[config.mk]
export PLATFORM = sky130hd
export DESIGN_NAME = mem_access_ctrl
export DESIGN_NICKNAME = d
export VERILOG_FILES = /design/src/rtl/mem_access_ctrl_pkg.sv /design/src/rtl/mem_access_ctrl.sv
export SDC_FILE = /design/constraint.sdc
export NUM_CORES = 1
export LEC_CHECK = 0
export CORE_MARGIN = 10
export CORE_UTILIZATION = 39
export DETAILED_ROUTE_END_ITERATION = 8
export MAX_ROUTING_LAYER = met4
export PLACE_DENSITY = 0.8
export SLEW_MARGIN = 20
export SYNTH_ARGS = -nofsm -noshare
export SYNTH_HDL_FRONTEND = slang
export SYNTH_SLANG_ARGS = --single-unit
export TNS_END_PERCENT = 30
[constraint.sdc]
create_clock -name clk -period 2.6 [get_ports clk]
set_input_delay 0.39 -clock clk [delete_from_list [all_inputs] [get_ports clk]]
set_output_delay 0.39 -clock clk [all_outputs]
set_load 0.01 [all_outputs]
[src/rtl/mem_access_ctrl_pkg.sv]
`default_nettype none
// ============================================================================
// Module      : mem_access_ctrl_pkg
// Description : Shared CPU constants, FSM encoding and address checks for DM.
// Revision    : 1.0 - initial release
// ============================================================================
package mem_access_ctrl_pkg;

    localparam int c_DATA_SIZE  = 32;
    localparam int c_ADDR_WIDTH = 12;
    localparam int c_TAG_WIDTH  = 5;

    localparam int c_STATE_W = 3;

    localparam logic [2:0] c_ST_IDLE    = 3'd0;
    localparam logic [2:0] c_ST_READ    = 3'd1;
    localparam logic [2:0] c_ST_CAPTURE = 3'd2;
    localparam logic [2:0] c_ST_WRITE   = 3'd3;
    localparam logic [2:0] c_ST_RESP    = 3'd4;

    // Rejects a byte address that is not word aligned or lies above the DM.
    function automatic logic addr_rejected(input logic [31:0] addr,
                                           input int unsigned addr_width);
        logic [31:0] w_high;
        w_high = addr >> (addr_width + 2);
        return (addr[1:0] != 2'b00) || (w_high != 32'd0);
    endfunction

endpackage
`default_nettype wire

[src/rtl/mem_access_ctrl.sv]
`default_nettype none
// ============================================================================
// Module      : mem_access_ctrl
// Description : Single-request load/store sequencer sitting directly in front
//               of the data memory, with error screening and a response port.
// Revision    : 1.0 - initial release
// ============================================================================
module mem_access_ctrl
    import mem_access_ctrl_pkg::*;
#(
    parameter int DataSize  = c_DATA_SIZE,
    parameter int AddrWidth = c_ADDR_WIDTH,
    parameter int TagWidth  = c_TAG_WIDTH
) (
    input  logic                 clk,
    input  logic                 rst,

    input  logic                 req_valid,
    output logic                 req_ready,
    input  logic                 req_write,
    input  logic [31:0]          req_addr,
    input  logic [DataSize-1:0]  req_wdata,
    input  logic [TagWidth-1:0]  req_rd,

    output logic                 rsp_valid,
    input  logic                 rsp_ready,
    output logic [DataSize-1:0]  rsp_rdata,
    output logic [TagWidth-1:0]  rsp_rd,
    output logic                 rsp_write,
    output logic                 rsp_err,

    output logic                 enable_mem,
    output logic                 enable_fetch,
    output logic                 enable_writeback,
    output logic [AddrWidth-1:0] DM_address,
    output logic [DataSize-1:0]  DMin,
    input  logic [DataSize-1:0]  DMout,

    output logic [7:0]           err_count
);

    logic [c_STATE_W-1:0] r_state;
    logic [c_STATE_W-1:0] w_state_nxt;

    logic                 w_accept;
    logic                 w_bad;

    logic [DataSize-1:0]  r_rsp_rdata;
    logic [TagWidth-1:0]  r_rsp_rd;
    logic                 r_rsp_write;
    logic                 r_rsp_err;
    logic [AddrWidth-1:0] r_dm_address;
    logic [DataSize-1:0]  r_dm_in;
    logic [7:0]           r_err_count;

    // Gating with rst keeps req_ready low throughout reset, yet high as soon as it lifts.
    assign req_ready = rst & (r_state == c_ST_IDLE);
    assign w_accept  = req_valid & req_ready;
    assign w_bad     = addr_rejected(req_addr, AddrWidth);

    always_comb begin
        w_state_nxt = r_state;
        case (r_state)
            c_ST_IDLE: begin
                if (w_accept) begin
                    if (w_bad) begin
                        w_state_nxt = c_ST_RESP;
                    end else if (req_write) begin
                        w_state_nxt = c_ST_WRITE;
                    end else begin
                        w_state_nxt = c_ST_READ;
                    end
                end
            end
            c_ST_READ:    w_state_nxt = c_ST_CAPTURE;
            c_ST_CAPTURE: w_state_nxt = c_ST_RESP;
            c_ST_WRITE:   w_state_nxt = c_ST_RESP;
            c_ST_RESP: begin
                if (rsp_ready) begin
                    w_state_nxt = c_ST_IDLE;
                end
            end
            default:      w_state_nxt = c_ST_IDLE;
        endcase
    end

    always_ff @(posedge clk or negedge rst) begin
        if (!rst) begin
            r_state <= c_ST_IDLE;
        end else begin
            r_state <= w_state_nxt;
        end
    end

    always_ff @(posedge clk or negedge rst) begin
        if (!rst) begin
            r_rsp_rdata  <= '0;
            r_rsp_rd     <= '0;
            r_rsp_write  <= 1'b0;
            r_rsp_err    <= 1'b0;
            r_dm_address <= '0;
            r_dm_in      <= '0;
            r_err_count  <= 8'd0;
        end else if (w_accept) begin
            r_rsp_rdata <= '0;
            r_rsp_rd    <= req_rd;
            r_rsp_write <= req_write;
            r_rsp_err   <= w_bad;
            if (!w_bad) begin
                r_dm_address <= req_addr[AddrWidth+1:2];
                if (req_write) begin
                    r_dm_in <= req_wdata;
                end
            end
            if (w_bad && (r_err_count != 8'hFF)) begin
                r_err_count <= r_err_count + 8'd1;
            end
        end else if (r_state == c_ST_CAPTURE) begin
            // DM read data is valid throughout the cycle following the READ strobe.
            r_rsp_rdata <= DMout;
        end
    end

    assign rsp_valid        = (r_state == c_ST_RESP);
    assign rsp_rdata        = r_rsp_rdata;
    assign rsp_rd           = r_rsp_rd;
    assign rsp_write        = r_rsp_write;
    assign rsp_err          = r_rsp_err;

    assign enable_mem       = (r_state == c_ST_READ) | (r_state == c_ST_WRITE);
    assign enable_fetch     = (r_state == c_ST_READ);
    assign enable_writeback = (r_state == c_ST_WRITE);
    assign DM_address       = r_dm_address;
    assign DMin             = r_dm_in;

    assign err_count        = r_err_count;

endmodule
`default_nettype wire

======== Word-level counts from Yosys, hierarchy flattened ========
Cells that the tools add are included.
word-level totals
  register bits after elaboration ......... 94
  memory bits (read-only) ................. 0
  memories kept ........................... 0
  bits in latches ......................... 0
  input port bits ......................... 106
  memory bits (writable) .................. 0
operators by class
  $mul .................................... 0
  $lt $le $gt $ge ......................... 0
  equality and inequality tests ........... 7
  shifts and indexed selects .............. 0
  muxes and demuxes ....................... 7
  reductions and logical operators ........ 11
  div/mod/pow operators ................... 0
  bitwise gates (word level) .............. 4
  add/subtract/negate cells ............... 1
operators with widths
  cell                                                                      count
  32-bit 2-to-1 mux                                                         2
  32-bit nonzero test                                                       1
  3-bit one-hot mux with 4 select lines                                     1
  3-bit 2-to-1 mux                                                          3
  8-bit by 1-bit adder with 8-bit output (second input constant)            1
  8-bit inequality test (second input constant)                             1
  3-bit by 2-bit == test with 1-bit output (second input constant)          2
  2-bit AND reduction                                                       3
  2-bit nonzero test                                                        2
  3-bit by 1-bit == test with 1-bit output (second input constant)          1
  3-bit == test (second input constant)                                     1
  3-bit zero test                                                           1
  3-bit AND reduction                                                       1
  1-bit AND                                                                 2
  2-bit 2-to-1 mux                                                          1
  2-bit by 1-bit inequality test with 1-bit output (second input constant)  1
  2-bit inequality test (second input constant)                             1
  2-bit OR reduction                                                        1
  1-bit logical AND                                                         1
  1-bit logical OR                                                          1
  1-bit inverter                                                            1
  1-bit bitwise OR                                                          1

======== Longest topological paths before layout ========
Gate-level depths: netlist of the first run.
  depth in word-level cells ............... 5
  depth in mapped cells ................... 6

======== Worst setup path before layout of the first run ========
Ideal clock, no wire load.
  path kind ............................... reg2reg
  from .................................... register r_err_count[0], in the netlist err_count[0]
  to ...................................... register r_err_count[1], in the netlist err_count[1]
  arrival time ............................ 1,882 ps
  setup time .............................. 125 ps
  path buffers ............................ 0
  required time ........................... 2,475 ps
  slack ................................... 593 ps
  clock period less this slack ............ 2,007 ps
  cell stages (with the launch flop) ...... 6
  cells stage by stage .................... dfrtp_1 ha_1 and3_1 a211oi_1 o21ai_0 mux2_2
on the way
  longest elaborated chain between the ends .. 3
ends and longest elaborated chain
  element                                                                                         RTL line                text
  start: declaration                                                                              mem_access_ctrl.sv:54   logic [7:0] r_err_count;
  start signal: assignment                                                                        mem_access_ctrl.sv:116  r_err_count <= r_err_count + 8'd1;
  parallel branches: the longest is 3 deep, another holds 8-bit by 1-bit adder with 8-bit output  -
Parallel ways; which one is timed is not known.
A chain may end at the register's enable or synchronous reset.

======== Final worst setup path of the first run ========
  from .................................... register r_state[0]
  to ...................................... output port enable_fetch
on the way
  longest elaborated chain between the ends .. 1
ends and longest elaborated chain
  element                                   RTL line                text
  start: declaration                        mem_access_ctrl.sv:42   logic [c_STATE_W-1:0] r_state;
  start signal: assignment                  mem_access_ctrl.sv:89   r_state <= c_ST_IDLE;
  start signal: assignment                  mem_access_ctrl.sv:91   r_state <= w_state_nxt;
  3-bit by 1-bit == test with 1-bit output  mem_access_ctrl.sv:131  assign enable_fetch = (r_state == c_ST_READ);
  end: declaration                          mem_access_ctrl.sv:33   output logic enable_fetch,
Every way passes these cells.

==> results of run 1 <==
cells by family after synthesis:
family                     Yosys count  share of synthesized area
DFF                                 94                     0.6229
adders and majority gates            1                   0.003313
buffers and inverters               17                    0.02386
xor gates and xnor gates             7                    0.01624
AOI/OAI and AO/OA                   43                    0.06263
muxes                               50                     0.1491
and+or+nand+nor                     98                     0.1219
synth_stat cells, types with 2 or more instances:
library cell and n:
o211ai_1 5, nor4_1 5, nor2_1 6, nand3_1 3, xnor2_1 7, nor2b_1 2
mux2_2 49, dfrtp_1 94, o21ai_0 3, nand2_1 67, clkbuf_1 12, buf_6 3
a21oi_1 32, and3_1 4
sequential cells by signal, indices dropped and copies added (netlist names):
name	count
rsp_write	1
rsp_rd	5
DMin	32
rsp_rdata	32
rsp_err	1
DM_address	12
err_count	8
r_state	3
metal layers:
metal / up-vias / part of all wire / track usage
met5: - / 0 / -
met4: 0 / 0.0090 / 0.04122
met3: 11 / 0.095 / 0.06997
met2: 141 / 0.49 / 0.2757
met1: 1509 / 0.40 / 0.1846
li1: 1470 / - / -
power breakdown:
part | total, mW | internal, mW | switching [mW] | leakage, nW
clock | 0.864 | 0.355 | 0.509 | 0.0833
combinational | 0.477 | 0.306 | 0.171 | 1.27
sequential | 1.58 | 1.52 | 0.0639 | 1.29
total | 2.92 | 2.18 | 0.743 | 2.64
cell type report:
class / instances / area, um^2
Clock buffer: 10 / 127.6
Clock inverter: 6 / 46.29
Fill cell: 770 / 3188
Inverter: 1 / 3.754
Multi-Input combinational cell: 199 / 1344
Sequential cell: 94 / 2352
Tap cell: 129 / 161.4
Timing Repair Buffer: 212 / 2105
path summary, 6_finish.rpt:
check                           endpoint
setup reg to reg                 DMin[5]
hold reg to reg                  DMin[7]
min in group clk                 DMin[7]
max in group asynchronous  rsp_rdata[14]
hold / removal                 rsp_write
setup / recovery            enable_fetch
worst max-delay path, stage by stage, from the launching register on:
cell             delay (ns)
dfrtp_1                0.55
nor2b_1                0.29
nor2b_1                0.16
clkdlybuf4s50_1        0.57
metrics by stage:
| step | util | total power [mW] | area [um^2] | hold WS, ns | cells |
|---|---|---|---|---|---|
| floorplan | - | 1.731 | 3776 | 0.09441 | 310 |
| global placement | 0.6396 | 2.084 | 5966 | 0.4283 | 635 |
| detailed placement | 0.6396 | 2.093 | 5966 | 0.4307 | 635 |
| CTS | 0.6582 | 2.975 | 6140 | 0.03688 | 651 |
| global route | 0.6582 | 3.070 | 6140 | 0.06504 | 651 |
| finish | 0.6582 | 2.924 | 6140 | 0.04476 | 651 |
==> metrics.txt, run 1 <==
status=finished, final reports clean; most frequent cells in the layout=clkdlybuf4s50_1 (200), dfrtp_1 (94), nand2_1 (67), mux2_2 (49), a21oi_1 (32); clk_lat worst skew=approximately 0.35 ns; final-report hold violation count=0; CTS buffer count=9; largest net degree at the start of global routing=70; asr flop ratio synth=1.000; initial antenna violation count=0; routed vias/inst=between 4 and 5; clk_skew=approximately 0.014 ns; Max Cap Viol=0; flops & latches, synth=94; GR Overflow Total=0; Detail Placement HPWL=~9200 um; Clock Sinks=94; Final min period=about 2.3 ns; die outline area=approximately 14,000 um^2; worst setup margin=0.2961 ns; root buffer cell=clkbuf_8; Worst R2R Start=r_state[1]; number of flops mapped to enable cells by yosys=0; htree depth=3; crit share post-route=0.8861; row count=35; GRT Total Usage=0.1675; Power Dens Cells=between 400 and 500 nW/um^2; share of cells above drive strength 1=0.1571; core area=between 9000 and 10,000 um^2; Worst setup EP type=primary output; startpoint types=flop; post-synth top area share=0.6229; hold-fix buffers at CTS=0; kind of critical path=flop to primary output; NumNets Final=approximately 620; post-synth top area cell=dfrtp_1; n_diodes=0; via count=between 3k and 4k; Residual DRC=0; R2R Setup Slk=about 0.57 ns; mapped cell area=3776 um^2; Max Fclk=roughly 430 MHz; Cells after Synth=slightly above 300; CTS clk-pin slew, worst paths=roughly 0.090 ns; RSZ-0062 raised after global routing=false; die extent in y=about 120 um; Critical Path Start=r_state[0]; Synth area leaders=dfrtp_1 (62%), mux2_2 (15%), nand2_1 (6.7%), a21oi_1 (4.2%), xnor2_1 (1.6%); routability cong.=approximately 0.81; DRT iter0 DRCs=between 100 and 150; Max FO, Critical Path=9; commonest non-fill, non-tap cell in the layout=clkdlybuf4s50_1; dpl ws=0.2638 ns; synth unique cells=32; synthesized net count=417; area delta synth->final=62.59%; post-synthesis sequential area ratio=0.6229; hold crit path type=input pin to asynchronous set/reset pin; vias in the first global route=3,416; antenna viol nets, final=0; Routed WL=11,720 um; # IOs=202; VDD IR max=0.3028 mV; Synth Area per Inst=roughly 12 um^2; Synth Flop Type=dfrtp_1; Pre-antenna DRT Iters=4; setup_tns=0 ns; Max clock buf depth=2; yosys warns=0; P_leak=between 2 and 3 nW; Worst Tran Pin Value=0.8754 ns; WP data arrival=around 1.9 ns; Final setup viols=0; post-CTS setup buffer count=0; worst r2r path cells=5; Slew HR=0.4164; Slew Viols, Final=0; DR WL/cell=between 15 and 20 um; Die X=118.4 um; # resized after CTS=0; port buffer count=about 200; CTS tree=built; first-pass GRT wire length=roughly 18,000 um; WP data required=approximately 2.2 ns; Starting Density=0.4048
(Power assumes the default switching activity.)
==> run 2, diff against run 1 <==
--- a/config.mk
+++ b/config.mk
@@ -8,6 +8,7 @@
 export CORE_MARGIN = 10
 export CORE_UTILIZATION = 39
 export DETAILED_ROUTE_END_ITERATION = 8
+export HOLD_SLACK_MARGIN = 0.15
 export MAX_ROUTING_LAYER = met4
 export PLACE_DENSITY = 0.8
 export SLEW_MARGIN = 20
==> run 2 against run 1 <==
  * Setup slack stayed put
  * Count of clock-buffer cells in the layout did not move
  * Core utilization rose by 0.11 points
  * Sequential power about the same
  * Cell count increased by 0.15%
  * Sequential share of layout area decreased by 0.062 points
  * Via count up 0.19%
  * Register-to-register slack hardly changed
==> metrics.txt, run 2 (synthesis gave the netlist of run 1 again) <==
Final min period=2.304 ns (unchanged); Starting Density=0.4048 (unchanged); die outline area=14,020 um^2 (unchanged); Clock Sinks=94 (unchanged); Worst setup EP type=primary output (unchanged); Routed WL=11,720 um (about the same); crit share post-route=0.8861 (unchanged); Worst Tran Pin Value=0.8748 ns (was 0.8754 ns); R2R Setup Slk=0.57 ns (about the same); DRT iter0 DRCs=98 (was 128); hold crit path type=flop to flop (was input pin to asynchronous set/reset pin); initial antenna violation count=0 (unchanged); DR WL/cell=17.97 um (was 18.00 um); GRT Total Usage=0.1676 (was 0.1675); NumNets Final=625 (was 624); Detail Placement HPWL=9172 um (unchanged); CTS clk-pin slew, worst paths=0.10 ns (was 0.09 ns); routed vias/inst=4.811 (was 4.810); GR Overflow Total=0 (unchanged); WP data required=2.21 ns (about the same); P_leak=2.644 nW (was 2.639 nW); Max clock buf depth=2 (unchanged); first-pass GRT wire length=18,390 um (was 18,370 um); Max FO, Critical Path=9 (unchanged); setup_tns=0 ns (unchanged); clk_lat worst skew=0.35 ns (about the same); WHS=0.4933 ns (was 0.04476 ns); startpoint types=flop (unchanged); VDD IR max=0.3025 mV (was 0.3028 mV); antenna viol nets, final=0 (unchanged); core area=9328 um^2 (unchanged); R2R Path End=DMin[5] (unchanged); commonest non-fill, non-tap cell in the layout=clkdlybuf4s50_1 (unchanged); Die X=118.4 um (unchanged); root buffer cell=clkbuf_8 (unchanged); n_diodes=0 (unchanged); largest net degree at the start of global routing=70 (unchanged); vias in the first global route=3,419 (was 3,416); Max Cap Viol=0 (unchanged); port buffer count=201 (unchanged); clk_skew=0.01387 ns (was 0.01411 ns); share of cells above drive strength 1=0.1568 (was 0.1571); area delta synth->final=62.86% (was 62.59%); htree depth=3 (unchanged); die extent in y=118.4 um (unchanged); Slew Viols, Final=0 (unchanged); filler cell count=769 (was 770); via count=3,137 (was 3,131); Power Dens Cells=475.6 nW/um^2 (was 476.2 nW/um^2); final-report hold violation count=0 (unchanged); CTS tree=built (unchanged); Min-Delay Endpoint=DMin[7]; status=finished, final reports clean (unchanged); Worst R2R Start=r_state[1] (unchanged); Pre-antenna DRT Iters=4 (unchanged); most frequent cells in the layout=clkdlybuf4s50_1 (200), dfrtp_1 (94), nand2_1 (67), mux2_2 (49), a21oi_1 (32) (unchanged); Multi-input gate area=1344 um^2 (unchanged); Residual DRC=0 (unchanged); routability cong.=0.8145 (unchanged); RSZ-0062 raised after global routing=false (unchanged); sequential cell area=2352 um^2 (unchanged); worst r2r path cells=5 (unchanged); post-CTS setup buffer count=0 (unchanged); Slew HR=0.4168 (was 0.4164); row count=35 (unchanged); hold path start=DMin[7]; kind of critical path=flop to primary output (unchanged); WP data arrival=1.91 ns (about the same); CTS buffer count=9 (unchanged); Hold Path Depth=1; # IOs=202 (unchanged); Max Fclk=434.0 MHz (unchanged); Final setup viols=0 (unchanged)
[run 2: changes by cell type in the layout (fill, tap and decap cells not counted)]
cell,change
dlygate4sd3_1,+1
[run 2: how the worst max path moves through the flow]
stage,startpoint,cells after the start,endpoint
after global placement,req_valid,6,DMin[15]
after floorplan,err_count[0],5,err_count[1]
after detailed placement,req_addr[18],6,DMin[5]
after CTS,r_state[0],3,enable_fetch
after global routing,r_state[0],3,enable_fetch
final,r_state[0],3,enable_fetch
[run 2: layout make-up]
| cell class | instances | area share |
|---|---|---|
| sequential | 94 | 0.3825 |
| timing repair buffer | 213 | 0.3438 |
| tap | 129 | 0.02625 |
| clock inverter | 6 | 0.007528 |
| multi-input combinational | 199 | 0.2185 |
| inverter | 1 | 0.0006104 |
| clock buffer | 10 | 0.02075 |
[run 2: power breakdown]
group	internal [mW]	switching, mW
Combinational	0.307	0.171
Sequential	1.52	0.0639
Clock	0.355	0.508
Total	2.18	0.744
[run 2: metrics by stage]
| stage | power [mW] | setup WS [ns] | instance area (um^2) | util | instances |
|---|---|---|---|---|---|
| floorplan | 1.731 | 0.5933 | 3776 | - | 310 |
| global placement | 2.084 | 0.3004 | 5966 | 0.6396 | 635 |
| detailed placement | 2.093 | 0.2638 | 5966 | 0.6396 | 635 |
| CTS | 2.977 | 0.2522 | 6150 | 0.6593 | 652 |
| global route | 3.072 | 0.1988 | 6150 | 0.6593 | 652 |
| finish | 2.925 | 0.2961 | 6150 | 0.6593 | 652 |
[run 2: layer usage]
metal,routed length (um),share of wire,global-route usage
met2,5763,0.49,0.2757
met1,4760,0.41,0.1860
met5,0,0,-
met4,106,0.0090,0.04122
met3,1088,0.093,0.06806
[run 2: what timing repair did]
action / 4_1_cts / 5_1_grt
hold buffers: 1 / 0
hold endpoints to repair: 25 / 0
gates resized for setup: 0 / 0
[run 2: critical path, stage by stage, from the launching register on]
cell	delay, ns
dfrtp_1	0.55
nor2b_1	0.29
nor2b_1	0.16
clkdlybuf4s50_1	0.57
==> run 3, diff against run 2 <==
--- a/config.mk
+++ b/config.mk
@@ -5,9 +5,11 @@
 export SDC_FILE = /design/constraint.sdc
 export NUM_CORES = 1
 export LEC_CHECK = 0
+export CORE_ASPECT_RATIO = 1.75
 export CORE_MARGIN = 10
 export CORE_UTILIZATION = 39
 export DETAILED_ROUTE_END_ITERATION = 8
+export GPL_TIMING_DRIVEN = 0
 export HOLD_SLACK_MARGIN = 0.15
 export MAX_ROUTING_LAYER = met4
 export PLACE_DENSITY = 0.8
==> run 3 against run 2 <==
  * Core utilization increased by 1.1 points
  * Hold slack got worse by 0.34 ns
  * Setup slack got worse by 0.058 ns
  * Cell count increased by 0.31%
  * First-iteration DRC count decreased by 28%
  * Power increased by 16%
  * Largest power group unchanged
  * Register-to-register slack got worse by 0.30 ns
  * Combinational power increased by 1%
==> metrics.txt, run 3 (synthesis gave the netlist of run 1 again) <==
Final min period=2.362 ns (was 2.304 ns); Power Dens Cells=533.7 nW/um^2 (was 475.6 nW/um^2); Max Fclk=423.3 MHz (was 434.0 MHz); crit path max-delay cell type=clkdlybuf4s50_1 (unchanged); largest net degree at the start of global routing=59 (was 70); CTS tree=built (unchanged); first-pass GRT wire length=18,010 um (was 18,390 um); die extent in y=150.2 um (was 118.4 um); Worst setup EP type=primary output (unchanged); n_diodes=0 (unchanged); VDD IR max=0.3617 mV (was 0.3025 mV); Top Family by Delay on Critical Path=buffers and inverters (unchanged); die outline area=14,170 um^2 (was 14,020 um^2); Max clock buf depth=2 (unchanged); most frequent cells in the layout=clkdlybuf4s50_1 (200), dfrtp_1 (94), nand2_1 (67), mux2_2 (49), a21oi_1 (32) (unchanged); WHS=0.1493 ns (was 0.4933 ns); Max Cap Viol=0 (unchanged); Residual DRC=0 (unchanged); critical-path cell list=clkbuf_1, nor2b_1, nor2b_1, clkdlybuf4s50_1 (was nor2b_1, nor2b_1, clkdlybuf4s50_1); GRT Total Usage=0.1703 (was 0.1676); Detail Placement HPWL=9603 um (was 9172 um); post-CTS setup buffer count=0 (unchanged); htree depth=3 (unchanged); dpl ws=-0.1858 ns (was 0.2638 ns); sequential cell area=2352 um^2 (unchanged); commonest non-fill, non-tap cell in the layout=clkdlybuf4s50_1 (unchanged); Slew HR=0.4931 (was 0.4168); P_leak=2.737 nW (was 2.644 nW); WP data required=2.21 ns (about the same); CTS clk-pin slew, worst paths=0.06 ns (was 0.10 ns); Die X=94.38 um (was 118.4 um); hold crit path type=input pin to asynchronous set/reset pin (was flop to flop); Slew Viols, Final=0 (unchanged); clk_skew=0.007692 ns (was 0.01387 ns); clk_lat worst skew=0.34 ns (was 0.35 ns); cell mode on critical path=nor2b_1 (unchanged); startpoint types=flop (unchanged); initial antenna violation count=0 (unchanged); routability cong.=0.8039 (was 0.8145); RSZ-0062 raised after global routing=false (unchanged); Final Util=0.6704 (was 0.6593); DP Area=5969 um^2 (was 5966 um^2); core area=9468 um^2 (was 9328 um^2); share of cells above drive strength 1=0.1447 (was 0.1568); via count=3,152 (was 3,137); slowest cell delay on critical path=0.55 ns (was 0.57 ns); Multi-input gate area=1334 um^2 (was 1344 um^2); kind of critical path=flop to primary output (unchanged); Max FO, Critical Path=9 (unchanged); root buffer cell=clkbuf_16 (was clkbuf_8); worst setup margin=0.2379 ns (was 0.2961 ns); row count=47 (was 35); port buffer count=201 (unchanged); GR Overflow Total=0 (unchanged); routed vias/inst=4.820 (was 4.811); Worst Tran Pin Value=0.7558 ns (was 0.8748 ns); Starting Density=0.3988 (was 0.4048); filler cell count=705 (was 769); CTS buffer count=9 (unchanged); vias in the first global route=3,486 (was 3,419); area delta synth->final=68.09% (was 62.86%); Final setup viols=0 (unchanged); WP data arrival=1.97 ns (was 1.91 ns); setup_tns=0 ns (unchanged); crit share post-route=0.9085 (was 0.8861); antenna viol nets, final=0 (unchanged); post-route cell area=6347 um^2 (was 6150 um^2); CP bufs+invs=2 (was 1); NumNets Final=634 (was 625); Pre-antenna DRT Iters=6 (was 4); Routed WL=11,940 um (was 11,720 um); Clock Sinks=94 (unchanged); final-report hold violation count=0 (unchanged); DRT iter0 DRCs=71 (was 98); status=finished, final reports clean (unchanged); DR WL/cell=18.26 um (was 17.97 um); # IOs=202 (unchanged)
==> run 3: worst paths after layout <==
path                              start       endpoint  slack [ns]  cells after the start
max reg2reg                  r_state[1]        DMin[4]        0.27                      5
max in group asynchronous           rst  DM_address[1]        1.69                      4
max                          r_state[0]   enable_fetch        0.24                      4
min                                 rst   err_count[6]        0.15                      3
min in group clk           err_count[7]   err_count[7]        0.49                      1
min reg2reg                err_count[7]   err_count[7]        0.49                      1
==> run 3: final cells by class <==
| class | instances | share of cell area |
|---|---|---|
| inverter | 1 | 0.0005914 |
| clock buffer | 11 | 0.03824 |
| buffer | 16 | 0.01360 |
| sequential | 94 | 0.3706 |
| timing repair buffer | 206 | 0.3337 |
| tap | 122 | 0.02405 |
| multi-input combinational | 199 | 0.2101 |
| clock inverter | 5 | 0.009068 |
==> run 3: what timing repair did <==
item | 4_1_cts | 5_1_grt
hold buffers | 4 | 0
endpoints found under the hold margin | 36 | 0
gates resized for setup | 0 | 0
==> run 3: worst reg2reg max path, stage by stage, from the launching register on <==
cell	delay, ns
dfrtp_1	0.46
nand4bb_1	0.32
or2_4	0.32
nor4_4	0.53
buf_6	0.24
mux2_2	0.36
==> run 3: power by group <==
group | leakage, nW | switching, mW | internal (mW)
clock network | 0.150 | 0.546 | 0.773
logic | 1.30 | 0.168 | 0.316
registers | 1.29 | 0.0624 | 1.52
==> run 3: through the flow <==
step / cells / total power, mW
after floorplan: 310 / 1.731
after global placement: 633 / 2.066
after detailed placement: 634 / 2.087
after CTS: 654 / 3.430
after global routing: 654 / 3.534
final: 654 / 3.387
==> run 3: per-layer routing <==
layer | track usage | vias up | part of all wire
li1 | - | 1500 | -
met1 | 0.1649 | 1503 | 0.34
met2 | 0.3000 | 132 | 0.55
met3 | 0.05733 | 17 | 0.082
met4 | 0.06947 | 0 | 0.021
met5 | - | - | 0
